**src/rtl/serdiv_pkg.sv**
```systemverilog
// Shared types and constants for the serial-divider arbiter.
package serdiv_pkg;

   typedef enum logic [1:0] {
      IDLE  = 2'd0,
      ISSUE = 2'd1,
      WAIT  = 2'd2,
      RESP  = 2'd3
   } state_t;

   typedef logic port_id_t;

   localparam int          DIV0_MAX_W = 64;
   localparam logic [DIV0_MAX_W-1:0] DIV0_QUOT = '1;

endpackage

```
**src/rtl/serdiv_rr_arb.sv**
```systemverilog
// Two-way round-robin grant; on a tie the port that did not win last time is chosen.
module serdiv_rr_arb
   import serdiv_pkg::*;
(
   input  logic       i_clk,
   input  logic       i_rst,
   input  logic [1:0] i_req,
   input  logic       i_update,
   output logic [1:0] o_grant,
   output port_id_t   o_grant_id
);

   port_id_t r_last_grant;

   always_comb begin
      o_grant_id = 1'b0;
      o_grant    = 2'b00;
      case (i_req)
         2'b01:   o_grant_id = 1'b0;
         2'b10:   o_grant_id = 1'b1;
         2'b11:   o_grant_id = ~r_last_grant;
         default: o_grant_id = 1'b0;
      endcase
      if (i_req != 2'b00) begin
         o_grant = o_grant_id ? 2'b10 : 2'b01;
      end
   end

   // Reset to 1 so that port 0 wins the first tie.
   always_ff @(posedge i_clk or posedge i_rst) begin
      if (i_rst) begin
         r_last_grant <= 1'b1;
      end else if (i_update) begin
         r_last_grant <= o_grant_id;
      end
   end

endmodule

```
**src/rtl/serdiv_arbiter.sv**
```systemverilog
// Shares one bit-serial divider core between two requesters, one job at a time.
// Optional WAIT timeout is enabled with `define SERDIV_ARB_TIMEOUT_EN.
module serdiv_arbiter
   import serdiv_pkg::*;
#(
   parameter int WIDTH          = 16,
   parameter int TIMEOUT_CYCLES = 64
) (
   input  logic             wb_clk_i,
   input  logic             wb_rst_i,
   input  logic             req0_valid,
   output logic             req0_ready,
   input  logic [WIDTH-1:0] req0_dividend,
   input  logic [WIDTH-1:0] req0_divisor,
   input  logic             req1_valid,
   output logic             req1_ready,
   input  logic [WIDTH-1:0] req1_dividend,
   input  logic [WIDTH-1:0] req1_divisor,
   output logic             rsp0_valid,
   input  logic             rsp0_ready,
   output logic [WIDTH-1:0] rsp0_quot,
   output logic [WIDTH-1:0] rsp0_rem,
   output logic             rsp0_err,
   output logic             rsp1_valid,
   input  logic             rsp1_ready,
   output logic [WIDTH-1:0] rsp1_quot,
   output logic [WIDTH-1:0] rsp1_rem,
   output logic             rsp1_err,
   output logic             div_start,
   output logic [WIDTH-1:0] div_dividend,
   output logic [WIDTH-1:0] div_divisor,
   input  logic             div_done,
   input  logic [WIDTH-1:0] div_quot,
   input  logic [WIDTH-1:0] div_rem,
   output logic [1:0]       o_dbg_state
);

   // Handshakes: a request transfers on the cycle where reqN_valid && reqN_ready;
   // a response transfers on the cycle where rspN_valid && rspN_ready.

   state_t           r_state;
   state_t           w_next_state;
   port_id_t         r_gnt;
   logic [WIDTH-1:0] r_dividend;
   logic [WIDTH-1:0] r_divisor;
   logic [WIDTH-1:0] r_quot;
   logic [WIDTH-1:0] r_rem;
   logic             r_err;

   logic [1:0]       w_grant;
   port_id_t         w_gnt_id;
   logic             w_accept;
   logic [WIDTH-1:0] w_dividend;
   logic [WIDTH-1:0] w_divisor;
   logic             w_div0;
   logic             w_rsp_ready;
   logic             w_timeout;

   serdiv_rr_arb u_arb (
      .i_clk      (wb_clk_i),
      .i_rst      (wb_rst_i),
      .i_req      ({req1_valid, req0_valid}),
      .i_update   (w_accept),
      .o_grant    (w_grant),
      .o_grant_id (w_gnt_id)
   );

   assign w_accept    = (r_state == IDLE) && (w_grant != 2'b00) && !wb_rst_i;
   assign w_dividend  = w_gnt_id ? req1_dividend : req0_dividend;
   assign w_divisor   = w_gnt_id ? req1_divisor  : req0_divisor;
   assign w_div0      = (w_divisor == '0);
   assign w_rsp_ready = r_gnt ? rsp1_ready : rsp0_ready;

`ifdef SERDIV_ARB_TIMEOUT_EN
   localparam int CNT_W = $clog2(TIMEOUT_CYCLES + 1);
   logic [CNT_W-1:0] r_tmo_cnt;

   // ISSUE always precedes WAIT, so clearing there gives a zero count on WAIT entry.
   always_ff @(posedge wb_clk_i or posedge wb_rst_i) begin
      if (wb_rst_i) begin
         r_tmo_cnt <= '0;
      end else if (r_state == ISSUE) begin
         r_tmo_cnt <= '0;
      end else if (r_state == WAIT) begin
         r_tmo_cnt <= r_tmo_cnt + 1'b1;
      end
   end

   assign w_timeout = (r_state == WAIT) && (r_tmo_cnt == CNT_W'(TIMEOUT_CYCLES - 1));
`else
   logic w_unused_tmo;
   assign w_unused_tmo = (TIMEOUT_CYCLES > 0);
   assign w_timeout    = 1'b0;
`endif

   always_comb begin
      w_next_state = r_state;
      req0_ready   = 1'b0;
      req1_ready   = 1'b0;
      rsp0_valid   = 1'b0;
      rsp1_valid   = 1'b0;
      div_start    = 1'b0;
      case (r_state)
         IDLE: begin
            req0_ready = w_grant[0] && !wb_rst_i;
            req1_ready = w_grant[1] && !wb_rst_i;
            if (w_accept) begin
               w_next_state = w_div0 ? RESP : ISSUE;
            end
         end
         ISSUE: begin
            div_start    = 1'b1;
            w_next_state = WAIT;
         end
         WAIT: begin
            if (div_done || w_timeout) begin
               w_next_state = RESP;
            end
         end
         RESP: begin
            rsp0_valid = (r_gnt == 1'b0);
            rsp1_valid = (r_gnt == 1'b1);
            if (w_rsp_ready) begin
               w_next_state = IDLE;
            end
         end
         default: w_next_state = IDLE;
      endcase
   end

   always_ff @(posedge wb_clk_i or posedge wb_rst_i) begin
      if (wb_rst_i) begin
         r_state    <= IDLE;
         r_gnt      <= 1'b0;
         r_dividend <= '0;
         r_divisor  <= '0;
         r_quot     <= '0;
         r_rem      <= '0;
         r_err      <= 1'b0;
      end else begin
         r_state <= w_next_state;
         case (r_state)
            IDLE: begin
               if (w_accept) begin
                  r_gnt      <= w_gnt_id;
                  r_dividend <= w_dividend;
                  r_divisor  <= w_divisor;
                  if (w_div0) begin
                     r_quot <= DIV0_QUOT[WIDTH-1:0];
                     r_rem  <= w_dividend;
                     r_err  <= 1'b1;
                  end
               end
            end
            WAIT: begin
               // A completion in the timeout cycle still delivers the real result.
               if (div_done) begin
                  r_quot <= div_quot;
                  r_rem  <= div_rem;
                  r_err  <= 1'b0;
               end else if (w_timeout) begin
                  r_quot <= '0;
                  r_rem  <= '0;
                  r_err  <= 1'b1;
               end
            end
            default: ;
         endcase
      end
   end

   assign div_dividend = r_dividend;
   assign div_divisor  = r_divisor;
   assign rsp0_quot    = r_quot;
   assign rsp0_rem     = r_rem;
   assign rsp0_err     = r_err;
   assign rsp1_quot    = r_quot;
   assign rsp1_rem     = r_rem;
   assign rsp1_err     = r_err;
   assign o_dbg_state  = r_state;

endmodule
```
**config.mk**
```make
export PLATFORM = sky130hd
export DESIGN_NAME = serdiv_arbiter
export DESIGN_NICKNAME = d
export VERILOG_FILES = /design/src/rtl/serdiv_pkg.sv /design/src/rtl/serdiv_rr_arb.sv /design/src/rtl/serdiv_arbiter.sv
export SDC_FILE = /design/constraint.sdc
export NUM_CORES = 1
export LEC_CHECK = 0
export ABC_AREA = 1
export ABC_CLOCK_PERIOD_IN_PS = 2200
export BUFFER_PORTS_ARGS = -buffer_cell sky130_fd_sc_hd__buf_2
export CAP_MARGIN = 20
export CORE_AREA = 4 4 116 107
export DETAILED_ROUTE_END_ITERATION = 12
export DIE_AREA = 0 0 120 111
export PLACE_DENSITY = 0.65
export SKIP_LAST_GASP = 1
export SYNTH_ARGS = -nofsm -noshare
export SYNTH_HDL_FRONTEND = slang
export SYNTH_HIERARCHICAL = 1
export SYNTH_SLANG_ARGS = --single-unit
```
**constraint.sdc**
```tcl
create_clock -name wb_clk_i -period 2.2 [get_ports wb_clk_i]
set_input_delay 0.11 -clock wb_clk_i [delete_from_list [all_inputs] [get_ports wb_clk_i]]
set_output_delay 0.11 -clock wb_clk_i [all_outputs]
set_load 0.03 [all_outputs]
```
==> out/metrics.csv <==
metric,value,unit
status,"complete, no violations",
dp_hpwl,8760,um
slew-limit-headroom,73.6,%
cts.clk_slew.worst_paths,60,ps
postPlaceCellArea,4770,um2
crit_required,2460,ps
worst_slew_pin_slew,395,ps
drtPass1Iterations,4,
avgSynthCellArea,7.66,um2
cp_cell_sequence,"nand2_2, and2_4, buf_12, nand2_1, nand2_1, nor2_1, nand2_1, nor2_4, nand2_4, nand2_8, clkbuf_16, nand3_1, nand2_1",
synth_top_area_share,44.6,%
drt_iter0_drc,144,
placed_cells,816,
drv_cap,0,
numClockSinks,69,
cp.arrival,2380,ps
fin_crit,2120,ps
stdcell_count,844,
grt_usage,16.5,%
clock-root-buffer,clkbuf_16,
die_y,111,um
drcViolationCount,0,
critical_path.max_stage_delay,540,ps
worstHoldStart,req1_valid,
fmax,471,MHz
synth-seq-cells,69,
worstSetupEndpointType,flip-flop,
cts_buffers,9,
grt_pass1_wl,17900,um
coreArea,11200,um2
totalWireLength,12400,um
die_area,13300,um2
seq_area_frac_synth,45.3,%
cp-startpoint,u_arb/r_last_grant,
ys.flop_type,dfrtp_1,
ctsLongestPathBuffers,2,
p_per_area,1610,nW/um2
slowest_stage,dfstp_2,
reg2reg_from,u_arb/r_last_grant,
fin_crit_sh,96.5,%
hold_viol,0,
setup_viol,0,
num-nets-final,790,
p_leak,2.97,nW
place_congestion,0.870,
n_antenna_cell,0,
crit_top_cell,nand2_1,
wire_per_inst,14.6,um
synth_cells,498,
cp-start-kind,flip-flop,
critPathKind,flip-flop to flip-flop,
grt_pass1_vias,3593,
hold_path_class,input pin to flip-flop,
antenna_found_initial,0,
post-synth-top-area-cell,dfrtp_1,
yosysUniqueCellTypes,24,
cp_max_fo,6,
stdcell_area,5350,um2
synth_most_common_cell,nand2_1,
synth_edf_count,0,
final.setup_skew,5.07,ps
clk_latency,320,ps
synth_area,3810,um2
htree_num_levels,3,
num-fill-cells,1131,
num_vias,3831,
fin_util,47.6,%
max-vdd-ir-drop,699,uV
rows,37,
ys.warnings.count,6,
grt-ovfl-total,0,
die_x,120,um
start_util,33.9,%
synth_async_sr_flop_share,100,%
syn_to_final_growth,40.3,%
pin_count,208,
grt_start_max_net_pins,39,
final_max_slew_viol_count,0,
synth_commonest_cells,"nand2_1, dfrtp_1, nor2_1",
via_per_inst,4.54,
syn_nets,605,
cts_tree,built,
drive_gt1_share,43.2,%
ant_nets,0,
io_buffers,207,
synth_area_leaders,"dfrtp_1, nand2_1, buf_4, a31oi_1, nand3_1",
## logic make-up after synthesis
group	Yosys count	synth area share, %
AO/OA/AOI/OAI	56	8.82
AND/OR/NAND/NOR	291	31.9
flip-flops	69	45.3
buffers and inverters	78	12.7
adder cells (fa/ha/maj)	4	1.31
## per-layer routing
layer  routed length [um]  track usage (%)  part of all wire [%]  up-vias
met5                    0                0                     0        -
met4                  137             4.89                   1.1        0
met3                  742             3.67                   6.0       10
met2                 5910             27.3                    48      135
met1                 5560             21.6                    45     1747
li1                     -                -                     -     1939
## what timing repair did
action	in CTS	in global routing
buffers inserted	0	1
cloned	0	10
pin swaps	0	21
hold buffers	1	0
hold endpoints to repair	17	0
setup endpoints to repair	33	33
resized for setup	2	33
## stage by stage
stage	worst slack [ps]	power, mW	TNS (ps)	hold WS [ps]
after floorplan	233	5.97	0	-0.303
after global routing	-38.4	9.21	-654	37.0
after global placement	53.2	6.98	0	136
after CTS	52.8	8.39	0	12.1
after detailed placement	-43.8	7.05	-922	143
final	75.9	8.63	0	39.0
## final timing paths
check	slack, ps	cells after the start	endpoint
min in group asynchronous	370	3	div_divisor[7]
max in group asynchronous	1090	4	rsp0_rem[15]
worst min-delay path	40	3	u_arb/r_last_grant
worst min register to register	480	2	u_arb/r_last_grant
worst max register to register	80	13	rsp0_quot[7]
worst max-delay path	80	13	rsp0_quot[7]
## critical path: cells and delay by family (launching register included)
family                 cells  cell delay [ps]
AND/OR/NAND/NOR           11             1210
flip-flops                 1              540
buffers and inverters      2              320
## placed cells by master (no fill, tap or decap), types with 2 or more instances in the layout
| master | instances |
|---|---|
| dfrtp_1 | 68 |
| nor2_1 | 39 |
| buf_8 | 2 |
| clkinv_2 | 4 |
| buf_12 | 2 |
| inv_2 | 2 |
| nand2_2 | 18 |
| nor2_2 | 3 |
| clkbuf_16 | 13 |
| inv_1 | 13 |
| nand3_1 | 35 |
| clkbuf_1 | 2 |
| a31oi_1 | 29 |
| buf_2 | 207 |
| o21ai_0 | 7 |
| a21oi_1 | 10 |
| o22ai_1 | 2 |
| nand2_8 | 6 |
| nand2_1 | 171 |
| a21o_1 | 7 |
| buf_4 | 13 |
| ha_1 | 4 |
| or2_2 | 16 |
| nand2_4 | 2 |
## power breakdown
part,switching (mW),internal [mW]
Clock,0.537,0.756
Sequential,0.408,1.90
Combinational,3.55,1.48
## final cells by class
type                    count  area [um2]  area share (%)
inverters                  17        71.3            1.33
clock buffers              11         233            4.35
multi-input cells         356        1770            33.1
repair buffers            230        1330            24.7
flip-flops and latches     69        1730            32.3
well taps                 156         195            3.65
clock inverters             5        27.5           0.514
## sequential cells by signal, summed over array words and instances, names as in the netlist
signal              cells
div_divisor            16
o_dbg_state             2
div_dividend           16
u_arb/r_last_grant      1
r_gnt                   1
rsp0_err                1
rsp0_quot              16
rsp0_rem               16
(Power assumes the default switching activity.)
